--- config.mk ---
export PLATFORM = sky130hd
export DESIGN_NAME = seq_divider
export DESIGN_NICKNAME = d
export VERILOG_FILES = /design/src/rtl/seq_divider_pkg.sv /design/src/rtl/seq_divider_step.sv /design/src/rtl/seq_divider.sv
export SDC_FILE = /design/constraint.sdc
export NUM_CORES = 1
export LEC_CHECK = 0
export CAP_MARGIN = 20
export CORE_MARGIN = 3
export CORE_UTILIZATION = 45
export DETAILED_ROUTE_END_ITERATION = 7
export PLACE_DENSITY_LB_ADDON = 0.2
export SLEW_MARGIN = 10
export SYNTH_ARGS = -nofsm -noshare
export SYNTH_HDL_FRONTEND = slang
export SYNTH_SLANG_ARGS = --single-unit
--- constraint.sdc ---
create_clock -name clk -period 6.81 [get_ports clk]
set_input_delay 1.7025 -clock clk [delete_from_list [all_inputs] [get_ports clk]]
set_output_delay 1.7025 -clock clk [all_outputs]
set_load 0.01 [all_outputs]
--- src/rtl/seq_divider_pkg.sv ---
// Shared definitions for the iterative divider.
//   state_t : controller states (IDLE, CALC, FIX, DONE), with fixed 2-bit codes
//   STEPS   : number of restoring steps (one quotient bit per cycle)
//   CNT_W   : width of the step counter
package seq_divider_pkg;

  localparam int unsigned STEPS = 32;
  localparam int unsigned CNT_W = 6;

  typedef enum logic [1:0] {
    ST_IDLE = 2'd0,
    ST_CALC = 2'd1,
    ST_FIX  = 2'd2,
    ST_DONE = 2'd3
  } state_t;

endpackage

--- src/rtl/seq_divider_step.sv ---
// div_step: one combinational restoring-division step.
//   i_rem : current partial remainder (WIDTH+1 bits)
//   i_bit : next dividend bit, MSB first
//   i_div : divisor magnitude
//   o_rem : new partial remainder
//   o_q   : quotient bit produced by this step
module div_step #(
  parameter int unsigned WIDTH = 32
) (
  input  logic [WIDTH:0]   i_rem,
  input  logic             i_bit,
  input  logic [WIDTH-1:0] i_div,
  output logic [WIDTH:0]   o_rem,
  output logic             o_q
);

  logic [WIDTH+1:0] w_shift;
  logic [WIDTH:0]   w_diff;

  always_comb begin
    w_shift = {i_rem, i_bit};
    w_diff  = w_shift[WIDTH:0] - {1'b0, i_div};
    // Trial subtraction succeeds when the shifted remainder is not below the divisor
    o_q     = (w_shift >= {2'b00, i_div});
    o_rem   = o_q ? w_diff : w_shift[WIDTH:0];
  end

endmodule

--- src/rtl/seq_divider.sv ---
// seq_divider: iterative signed (floored) / unsigned integer divider.
//   clk, rst   : clock (rising edge), asynchronous active-high reset
//   start      : begin a division; accepted in IDLE or DONE only
//   u          : 1 = unsigned, 0 = signed with floored semantics
//   x, y       : dividend, divisor (sampled with an accepted start)
//   busy       : operation in progress (CALC and FIX)
//   done       : one-cycle result-valid pulse
//   dz         : last operation divided by zero
//   quot, rem  : results, held until overwritten by the next operation
module seq_divider
  import seq_divider_pkg::*;
#(
  parameter int unsigned WIDTH = 32
) (
  input  logic             clk,
  input  logic             rst,
  input  logic             start,
  input  logic             u,
  input  logic [WIDTH-1:0] x,
  input  logic [WIDTH-1:0] y,
  output logic             busy,
  output logic             done,
  output logic             dz,
  output logic [WIDTH-1:0] quot,
  output logic [WIDTH-1:0] rem
);

  localparam logic [CNT_W-1:0] LAST_STEP = CNT_W'(STEPS - 1);

  state_t           r_state;
  logic [CNT_W-1:0] r_cnt;
  logic             r_u;
  logic             r_sx;
  logic             r_sy;
  logic             r_yz;
  logic [WIDTH-1:0] r_x;
  logic [WIDTH-1:0] r_yabs;
  logic [WIDTH-1:0] r_dvd;
  logic [WIDTH:0]   r_prem;
  logic [WIDTH-1:0] r_quot;
  logic [WIDTH-1:0] r_remo;
  logic             r_dz;

  logic             w_accept;
  logic             w_xneg;
  logic             w_yneg;
  logic [WIDTH-1:0] w_xabs;
  logic [WIDTH-1:0] w_yabs;
  logic [WIDTH:0]   w_step_rem;
  logic             w_step_q;
  logic [WIDTH-1:0] w_ra;
  logic             w_ra_nz;
  logic [WIDTH-1:0] w_q_fix;
  logic [WIDTH-1:0] w_r_fix;

  assign w_accept = start & ((r_state == ST_IDLE) | (r_state == ST_DONE));
  assign w_xneg   = ~u & x[WIDTH-1];
  assign w_yneg   = ~u & y[WIDTH-1];
  assign w_xabs   = w_xneg ? ('0 - x) : x;
  assign w_yabs   = w_yneg ? ('0 - y) : y;

  // The dividend register shifts out dividend bits at the top and collects
  // quotient bits at the bottom, so after all steps it holds |quotient|.
  div_step #(.WIDTH(WIDTH)) u_step (
    .i_rem (r_prem),
    .i_bit (r_dvd[WIDTH-1]),
    .i_div (r_yabs),
    .o_rem (w_step_rem),
    .o_q   (w_step_q)
  );

  assign w_ra    = r_prem[WIDTH-1:0];
  assign w_ra_nz = |r_prem;

  // Sign correction from magnitudes to floored results (remainder follows
  // the divisor's sign). Divide-by-zero overrides with all-ones / dividend.
  always_comb begin
    w_q_fix = r_dvd;
    w_r_fix = w_ra;
    if (r_yz) begin
      w_q_fix = '1;
      w_r_fix = r_x;
    end else if (!r_u) begin
      if (r_sx == r_sy) begin
        w_q_fix = r_dvd;
        w_r_fix = r_sy ? ('0 - w_ra) : w_ra;
      end else if (!w_ra_nz) begin
        w_q_fix = '0 - r_dvd;
        w_r_fix = '0;
      end else begin
        // -qa - 1 is the bitwise complement of qa
        w_q_fix = ~r_dvd;
        w_r_fix = r_sy ? (w_ra - r_yabs) : (r_yabs - w_ra);
      end
    end
  end

  always_ff @(posedge clk or posedge rst) begin
    if (rst) begin
      r_state <= ST_IDLE;
      r_cnt   <= '0;
      r_u     <= 1'b0;
      r_sx    <= 1'b0;
      r_sy    <= 1'b0;
      r_yz    <= 1'b0;
      r_x     <= '0;
      r_yabs  <= '0;
      r_dvd   <= '0;
      r_prem  <= '0;
      r_quot  <= '0;
      r_remo  <= '0;
      r_dz    <= 1'b0;
    end else begin
      case (r_state)
        ST_IDLE, ST_DONE: begin
          if (w_accept) begin
            r_state <= ST_CALC;
            r_cnt   <= '0;
            r_u     <= u;
            r_sx    <= x[WIDTH-1];
            r_sy    <= y[WIDTH-1];
            r_yz    <= (y == '0);
            r_x     <= x;
            r_yabs  <= w_yabs;
            r_dvd   <= w_xabs;
            r_prem  <= '0;
          end else begin
            r_state <= ST_IDLE;
          end
        end
        ST_CALC: begin
          r_prem <= w_step_rem;
          r_dvd  <= {r_dvd[WIDTH-2:0], w_step_q};
          r_cnt  <= r_cnt + 1'b1;
          if (r_cnt == LAST_STEP) begin
            r_state <= ST_FIX;
          end
        end
        ST_FIX: begin
          r_quot  <= w_q_fix;
          r_remo  <= w_r_fix;
          r_dz    <= r_yz;
          r_state <= ST_DONE;
        end
        default: r_state <= ST_IDLE;
      endcase
    end
  end

  assign busy = (r_state == ST_CALC) | (r_state == ST_FIX);
  assign done = (r_state == ST_DONE);
  assign dz   = r_dz;
  assign quot = r_quot;
  assign rem  = r_remo;

endmodule

# == Yosys cells after proc, flatten, opt, wreduce, memory -nomap -nowiden ==
# Cells that the tools add are included.
# word_totals
wordCells,65
reg_bits,206
# op_classes
n_eq_ne,7
add_sub_neg,8
bitwise_logic,7
reduce_logical,7
magnitude_cmp,1
n_mux,22
# ops
cell,count
two-way mux 32 bit,13
"subtractor 1 x 32 -> 32 bit, first input constant",4
two-way mux 33 bit,2
case mux 33 bit (2 select lines),1
case mux 32 bit (2 select lines),1
subtractor 32 bit,2
greater-or-equal comparator 34 x 32 -> 1 bit,1
OR reduction 33 bit,1
subtractor 33 x 32 -> 33 bit,1
logical NOT 32 bit,1
NOT 32 bit,1
case mux 6 bit (2 select lines),1
"adder 6 x 1 -> 6 bit, second input constant",1
"equality test 6 x 5 -> 1 bit, second input constant",1
two-way mux 6 bit,1
case mux 2 bit (3 select lines),1
"equality test 2 bit, second input constant",2
"!= test 2 bit, second input constant",2
AND reduction 2 bit,2
bitwise AND 1 bit,3
"equality test 2 x 1 -> 1 bit, second input constant",1
logical NOT 2 bit,1
two-way mux 2 bit,1
bitwise OR 1 bit,2
5 further kinds,5

# == Depth between registers and ports, before layout ==
# Gate-level depths: netlist of run 1.
# logic_depth
word_depth,6
depth_mapped,14
mapped_depth_nobuf,13

# == Modules after synthesis ==
# From an unflattened synthesis of run 1, not the netlist that was laid out.
# unflattened
hier_cells,2222
hier_area_um2,16920.0
# by_module_without_submodules
mod,area_per_inst_um2,n_inst,cells_each
seq_divider,14729.1,1,1876
div_step,2190.9,1,346

# == Worst setup path after synthesis of run 1 ==
# No wires, ideal clock.
# synth_timing
kind,input-to-reg
from,input x[11]
to,register r_dvd[27]
arrival_ns,3.558
path_slack_ns,3.119
path_buffers,0
required_ns,6.677
stages,9
setup_time_ns,0.133
path_cell_list,or4_1 nor3_1 nor4b_2 nand2_1 o31ai_1 xor2_1 nor2_1 a21oi_1 o21ai_0
# synth_between
elab_chain_len,4
# synth_lines
element,line,rtl
start: declaration,seq_divider.sv:19,"input logic [WIDTH-1:0] x,"
subtractor 1 x 32 -> 32 bit,seq_divider.sv:59,assign w_xabs = w_xneg ? ('0 - x) : x;
two-way mux 32 bit,seq_divider.sv:59,
two-way mux 32 bit,seq_divider.sv:116,if (w_accept) begin
case mux 32 bit (2 select lines),seq_divider.sv:114,case (r_state)
end signal: assignment,seq_divider.sv:125,r_dvd <= w_xabs;
end signal: assignment,seq_divider.sv:133,"r_dvd <= {r_dvd[WIDTH-2:0], w_step_q};"
end: declaration,seq_divider.sv:38,logic [WIDTH-1:0] r_dvd;
# Every way passes these cells. The select of a mux whose other input is x is not followed.
# A chain may end at the register's enable or synchronous reset.

# == Final worst setup path of run 1 ==
# layout_timing
from,register r_prem[9]
to,"register r_quot[31], in the netlist quot[31]"
# layout_between
elab_chain_len,5
# layout_lines
element,line,rtl
start: declaration,seq_divider.sv:39,logic [WIDTH:0] r_prem;
start signal: assignment,seq_divider.sv:132,r_prem <= w_step_rem;
OR reduction 33 bit,seq_divider.sv:73,assign w_ra_nz = |r_prem;
two-way mux 32 bit,seq_divider.sv:87,end else if (!w_ra_nz) begin
two-way mux 32 bit,seq_divider.sv:84,if (r_sx == r_sy) begin
two-way mux 32 bit,seq_divider.sv:83,end else if (!r_u) begin
two-way mux 32 bit,seq_divider.sv:80,if (r_yz) begin
end signal: assignment,seq_divider.sv:140,r_quot <= w_q_fix;
end: declaration,seq_divider.sv:40,logic [WIDTH-1:0] r_quot;
# Every way passes these cells.

==> impl_results.md, run 1 <==
* Netlist Area Pre-Place at between 15,000 and 20,000 sq um
* Largest family of logic cells by synthesized area: compound AO/OA/AOI/OAI gates
* Number of clock sinks at 205
* Number of nets in the synthesized netlist at 2,289
* Core region area at 36,090 sq um
* Clock insertion delay at the later pin of the skew report at 540 ps
* Drt via density at 6.296
* Leftover overflow at the end of global routing at 0
* Final count of pins violating max slew at 0
* Area grow syn2layout at 15.40%
* Result of the run: completed
* Number of search-and-repair iterations in the first detailed-routing pass at 5
* Critical Setup Path Class: register to register
* First-pass GRT wire length at 95.41 mm
* Fraction of the mapped netlist area in adder cells at 8.153%
* YS warnings at 0
* Number of ports placed on the die boundary at 135
* Setup repair after global routing missed its margin: no
* Category of the worst setup path capture point: register
* Final routed wire length divided by cell count at 23.81 um
* Nature of the critical path startpoint: register
* Setup skew after layout at 16.47 ps
* Number of global-route vias before repair at ~16,000
* Endpoint required time on the critical path at 7190 ps
* Synth Area in XOR/XNOR at 7.973%
* Site row count at 69
* DRC violation count after routing at 0
* Main synth FF type: sky130_fd_sc_hd__dfrtp_1
* Maximum capacitance violations at 0
* CP Max Fanout at 11
* Layout filler cell count at 3,442
* Post-synth top area cell: sky130_fd_sc_hd__dfrtp_1
* Chip Width at about 200 um
* Cell count after synthesis at roughly 2,100
* Post-synthesis compound-gate area fraction at 26.59%
* Portion of synthesized cell area occupied by the leading cell type at slightly above 30%
* Number of stages on the worst hold path at 2
* Post-synthesis share of cell area spent on and, or, nand and nor gates at 17.79%
* Clock tree from TritonCTS: built
* Post-route ant nets at 0
* Sequential-to-total area share from yosys stat at 30.72%
* Depth of the most critical reg-to-reg path at 9
* #FFs+latches synth at 205
* Fraction of registers with async set or reset after synthesis at 100.0%
* Number of design-rule violations left by the first detailed-router iteration at between 1,500 and 2,000
* H-tree level count at 1
* Measured slew at the worst slew-check pin at 984.3 ps
* # setup viols final at 0
* Final WS setup at about 2500 ps
* Starting density of the core at 46.27%
* Period utilization at a little over three fifths
* Syn avg cell area at 7.898 sq um
* Cts hold-fix bufs at 0
* Initial antenna violation count at 1
* Distinct cells, synth at 77
* Number of flops mapped to enable cells by yosys at 0
* Cts repair resizes at 0
* Ratio of cells with drive above 1 in the final layout at 6.173%
* Register clock-pin slew on the reported worst setup and hold paths at about 60 ps
* FF-to-FF Start: r_prem[9]$_DFFE_PP0P_
* CTS buffer count at 25
* Post-detailed-routing wire length at between 60 and 70 mm
* IO buf count at 134
* Vias at around 17,000
* Post-placement worst setup slack at ~2300 ps
* Overall Global Routing Usage at ~31%
* Worst Setup SP: r_prem[9]$_DFFE_PP0P_
* Normalized max-slew margin at 34.22%
* Maximum root-to-sink buffer count at 3
* Arrival time worst endpoint at 4690 ps
* # nets final at 2,345
* Die area at 39,450 sq um
* Number of hold violations in the final report at 0
* Master cell of the clock root buffer: sky130_fd_sc_hd__clkbuf_16
* Setup TNS after final layout at 0 ps
* Hold wc startpoint: rem[28]$_DFFE_PP0P_
* Vertical die dimension at 198.6 um
* Class of the worst hold path: register to register
* Portion of netlist area occupied by mux cells at around 3.4%
* Maximum number of pins on one net before global-route repair at 113
* GP Congestion at 0.9629
* Min Clock Period, post-route at 4307 ps
* Post CTS Setup Buffer Count at 0
* Cells taking the most area after synthesis: sky130_fd_sc_hd__dfrtp_1 31%, sky130_fd_sc_hd__ha_1 7.8%, sky130_fd_sc_hd__a21oi_1 7.3%
* Highest Clock Rate at between 200 and 250 MHz
* Half-perimeter wire length of the detailed placement result at 48.68 mm
metal layers:
layer | vias to the layer above | wire, um | track usage (%)
met5 | - | 0 | 0
met4 | 0 | 2130 | 9.318
met3 | 117 | 5158 | 4.929
met2 | 727 | 26770 | 46.34
met1 | 8103 | 29010 | 47.07
li1 | 7730 | - | -
logic make-up (layout without fill, tap and decap cells):
logic type	count (synthesis)	after routing
compound gates	724	724
simple gates	637	637
buf+inv	236	309
flops	205	205
xor+xnor	152	152
fa+ha+maj	107	107
mux	53	53
other cells	0	1
state kept, by name (all words and copies together) (netlist names), 2 cells and up:
| register | flops |
|---|---|
| r_x | 31 |
| r_state | 2 |
| rem | 32 |
| r_dvd | 32 |
| r_prem | 33 |
| quot | 32 |
| r_yabs | 32 |
| r_cnt | 6 |
worst max-delay path: stages, from the launching register on:
cell and delay (ps):
sky130_fd_sc_hd__dfrtp_1 530, sky130_fd_sc_hd__nor4_2 520, sky130_fd_sc_hd__nand4_1 520, sky130_fd_sc_hd__nor3_2 840, sky130_fd_sc_hd__nand3_4 330, sky130_fd_sc_hd__nor2_4 270
sky130_fd_sc_hd__nand2_4 90, sky130_fd_sc_hd__o21ai_2 410, sky130_fd_sc_hd__xnor2_1 460, sky130_fd_sc_hd__a21oi_1 150
cells in the final DEF, fill, tap and decap left out, types with 8 or more instances in the layout:
cell                                n
sky130_fd_sc_hd__a21oi_1          245
sky130_fd_sc_hd__nor2_1           216
sky130_fd_sc_hd__dfrtp_1          204
sky130_fd_sc_hd__nand2_1          184
sky130_fd_sc_hd__o21ai_0          178
sky130_fd_sc_hd__clkdlybuf4s50_1  134
sky130_fd_sc_hd__inv_1            106
sky130_fd_sc_hd__ha_1             102
sky130_fd_sc_hd__xnor2_1           91
sky130_fd_sc_hd__xor2_1            61
sky130_fd_sc_hd__nor3_1            57
sky130_fd_sc_hd__a31oi_1           42
sky130_fd_sc_hd__a21o_1            39
sky130_fd_sc_hd__mux2_2            34
sky130_fd_sc_hd__nand3_1           25
sky130_fd_sc_hd__nand4_1           25
sky130_fd_sc_hd__a211oi_1          25
sky130_fd_sc_hd__clkbuf_16         25
sky130_fd_sc_hd__o31ai_1           24
sky130_fd_sc_hd__o22ai_1           24
sky130_fd_sc_hd__and3_1            21
sky130_fd_sc_hd__buf_4             20
sky130_fd_sc_hd__mux2i_1           19
sky130_fd_sc_hd__o21bai_1          19
sky130_fd_sc_hd__or3_1             19
sky130_fd_sc_hd__nor4_1            18
sky130_fd_sc_hd__o221ai_1          18
sky130_fd_sc_hd__nand2b_1          15
sky130_fd_sc_hd__a221oi_1          13
sky130_fd_sc_hd__o21a_1            12
sky130_fd_sc_hd__nor2b_1           11
sky130_fd_sc_hd__and2_1             8
sky130_fd_sc_hd__o211ai_1           8
sky130_fd_sc_hd__o41ai_1            8
sky130_fd_sc_hd__a32oi_1            8
metrics by stage:
stage / util [%] / std cells / hold WS, ps / area (sq um)
2_1_floorplan: - / 2114 / 444.7 / 16700
3_3_place_gp: 50.86 / 2603 / 458.9 / 18350
3_5_place_dp: 50.90 / 2604 / 470.2 / 18370
4_1_cts: 53.39 / 2648 / 484.2 / 19270
5_1_grt: 53.39 / 2648 / 522.8 / 19270
6_report: 53.39 / 2649 / 483.1 / 19270
worst paths after layout:
path,end,slack [ps]
min,rem[28]$_DFFE_PP0P_,480
min in group asynchronous,rem[21]$_DFFE_PP0P_,1730
min reg2reg,rem[28]$_DFFE_PP0P_,480
max,quot[31]$_DFFE_PP0P_,2500
max in group asynchronous,r_prem[21]$_DFFE_PP0P_,3730
max reg2reg,quot[31]$_DFFE_PP0P_,2500
synth_stat cells, drive strengths merged (21+ instances only):
cell,count
xnor2,91
o21ai,181
a211oi,25
nor2,219
a31oi,43
inv,108
ha,104
o22ai,24
clkbuf,116
dfrtp,205
xor2,61
mux2,34
a21oi,245
a21o,39
nand3,26
nand4,25
and3,21
o31ai,25
nand2,186
nor3,58
final cells by class:
class | instances | area, sq um | share of cell area [%]
timing repair buffer | 156 | 1526 | 7.922
clock inverter | 14 | 234.0 | 1.214
antenna | 1 | 2.502 | 0.01299
clock buffer | 30 | 664.4 | 3.448
multi-input combinational | 1673 | 10720 | 55.64
tap | 461 | 576.8 | 2.994
sequential | 205 | 5131 | 26.63
inverter | 109 | 412.9 | 2.143
Power of run 1 is not shown: default switching activity piles up to over one toggle a cycle in this logic, so the estimate is an artifact.
==> run 2, diff against run 1 <==
clock period = 3.55 ns   (was 6.81 ns; I/O delays follow)
==> run 2 against run 1 <==
Count of clock-buffer cells in the layout grew 4. Cell area grew 7.2%. Routed wire length grew 6.6%. Utilization grew 3.8 points. Clock skew is essentially flat. Fmax grew 28%. Setup slack lost 2300 ps. Flip-flop and latch count is the same. Critical endpoint is now rem[20]$_DFFE_PP0P_. Largest cell class unchanged. Highest routed layer unchanged.
==> impl_results.md, run 2 (same netlist as run 1, synthesis figures left out) <==
* Result of the run: completed
* Setup skew after layout at 16.17 ps (-0.2951 ps)
* Most common library cell in the layout ignoring fill and taps: sky130_fd_sc_hd__a21oi_1
* Top cell by count, worst path: sky130_fd_sc_hd__buf_4
* Number of search-and-repair iterations in the first detailed-routing pass at 6 (+1)
* Nature of the critical path startpoint: register
* Largest stage delay, worst path at 410 ps (-430 ps)
* Master cell of the clock root buffer: sky130_fd_sc_hd__clkbuf_16
* Maximum number of pins on one net before global-route repair at 80 (-29%)
* IO buf count at 134 (unchanged)
* Post-placement cell count at 2,785 (+7.0%)
* Number of clock sinks at 205 (unchanged)
* Setup slack, reg-to-reg at 170 ps (-2330 ps)
* Post-route ant nets at 0 (unchanged)
* Number of design-rule violations left by the first detailed-router iteration at 1,851 (+7.6%)
* GP Congestion at 0.9917 (+3.0%)
* Drt via density at 6.183 (-1.8%)
* Overall Global Routing Usage at 33.44% (+2.1 points)
* Starting density of the core at 46.27% (unchanged)
* Measured slew at the worst slew-check pin at 876.3 ps (-107.9 ps)
* # setup viols final at 0 (unchanged)
* Half-perimeter wire length of the detailed placement result at 52.96 mm (+8.8%)
* Number of global-route vias before repair at 16,440 (+5.2%)
* # nets final at 2,528 (+7.8%)
* Class of the worst hold path: register to register
* Non-filler cells in the finished layout at 2,832 (+6.9%)
* Setup repair after global routing missed its margin: no
* Endpoint required time on the critical path at 3980 ps (-3210 ps)
* Vias at 17,510 (+5.0%)
* Highest Clock Rate at 296.2 MHz (+28%)
* Post-detailed-routing wire length at 67.23 mm (+6.6%)
* Chip Width at 198.6 um (unchanged)
* Area grow syn2layout at 23.70%
* Final count of pins violating max slew at 0 (unchanged)
* Ratio of cells with drive above 1 in the final layout at 13.71% (+7.5 points)
* Category of the worst setup path capture point: register
* Die area at 39,450 sq um (unchanged)
* FF-to-FF Start: r_yabs[0]$_DFFE_PP0P_
* Maximum root-to-sink buffer count at 3 (unchanged)
* Library cell contributing the largest single delay on the critical path: sky130_fd_sc_hd__dfrtp_1
* Critical Setup Path Class: register to register
* Top reg by flops: r_prem
* Number of ports placed on the die boundary at 135 (unchanged)
* Endpoint, Worst Hold: r_x[1]$_DFFE_PP0P_
* Leftover overflow at the end of global routing at 0 (unchanged)
* Min Clock Period, post-route at 3376 ps (-931.2 ps)
* Normalized max-slew margin at 41.58% (+7.4 points)
* H-tree level count at 1 (unchanged)
* Worst path cell trace: inv_1 > ha_1 > inv_1 > fa_1 > and3_1 > o2111ai_1 > buf_4 > a311oi_2 > buf_4 > nor3_1 > o21ba_2 > a221oi_2 > xnor2_1 > a31oi_1 > buf_4 > o2bb2ai_1
* First-pass GRT wire length at 100.9 mm (+5.7%)
* Final routed wire length divided by cell count at 23.74 um (-0.27%)
* Vertical die dimension at 198.6 um (unchanged)
* Worst reg2reg endpoint: rem[20]$_DFFE_PP0P_
* Site row count at 69 (unchanged)
* Arrival time worst endpoint at 3810 ps (-880 ps)
* Core region area at 36,090 sq um (unchanged)
* DRC violation count after routing at 0 (unchanged)
* Maximum capacitance violations at 0 (unchanged)
* Initial antenna violation count at 1 (unchanged)
* Period utilization at 95.11% (+32 points)
* CTS buffer count at 25 (unchanged)
* Number of hold violations in the final report at 0 (unchanged)
* Worst Setup SP: r_yabs[0]$_DFFE_PP0P_
* Clock insertion delay at the later pin of the skew report at 550 ps (about the same)
* Clock tree from TritonCTS: built
* Flip-flop count of the largest register, all copies and words added at 33 (unchanged)
* Register clock-pin slew on the reported worst setup and hold paths at 60 ps (about the same)
* CP Max Fanout at 4 (-7)
* Hold wc startpoint: r_x[1]$_DFFE_PP0P_
* Number of stages on the worst hold path at 2 (unchanged)
* Highest-count cells in the layout ignoring fill and taps: 245 x sky130_fd_sc_hd__a21oi_1, 216 x sky130_fd_sc_hd__nor2_1, 204 x sky130_fd_sc_hd__dfrtp_1
* Depth of the most critical reg-to-reg path at 16 (+7)
## run 2: critical path: cells and delay by family, from the launching register on
family / cells / cell delay (ps)
xor gates and xnor gates: 1 / 160
and+or+nand+nor: 2 / 310
buffers and inverters: 5 / 690
AOI/OAI and AO/OA: 6 / 1130
adders and majority gates: 2 / 560
DFF: 1 / 410
## run 2: what timing repair did
item,4_1_cts,5_1_grt
setup endpoints to repair,3,14
gates resized for setup,2,10
setup buffers,0,2
pin swaps,0,2
hold buffers,0,0
## run 2: cell type report
cell class	instances	area (sq um)
tap	461	576.8
antenna	1	2.502
sequential	205	5131
clock buffer	34	689.4
fill	3383	15430
inverter	109	412.9
timing repair buffer	339	2943
clock inverter	10	111.4
multi-input combinational	1673	10790
## run 2: worst max path at each step
stage                                 end  cells past startpoint
CTS                   rem[26]$_DFFE_PP0P_                     16
global placement    r_dvd[31]$_DFFE_PP0P_                     11
global route          rem[18]$_DFFE_PP0P_                     14
finish                rem[20]$_DFFE_PP0P_                     16
floorplan                  dz$_DFFE_PP0P_                      1
detailed placement  r_dvd[31]$_DFFE_PP0P_                     11
## run 2: stage by stage
| stage | hold WS [ps] | utilization (%) | worst slack [ps] | area (sq um) | setup TNS [ps] |
|---|---|---|---|---|---|
| 3_3_place_gp | 466.1 | 54.78 | -46.61 | 19770 | -54.10 |
| 5_1_grt | 521.7 | 57.23 | 12.82 | 20650 | 0 |
| 2_1_floorplan | 444.7 | - | 4.230 | 16700 | 0 |
| 4_1_cts | 487.3 | 57.03 | 5.831 | 20580 | 0 |
| 3_5_place_dp | 475.0 | 54.78 | -88.56 | 19770 | -88.56 |
| 6_report | 482.5 | 57.24 | 173.7 | 20650 | 0 |
## run 2: routing by layer
layer  up-vias  track usage, %  wire, um
met5         -               0         0
met4         0           9.891      2271
met3       121           9.451      7668
met2       862           47.84     27660
met1      8439           49.03     29630
li1       8087               -         -
Power of run 2 is left out for the same reason.
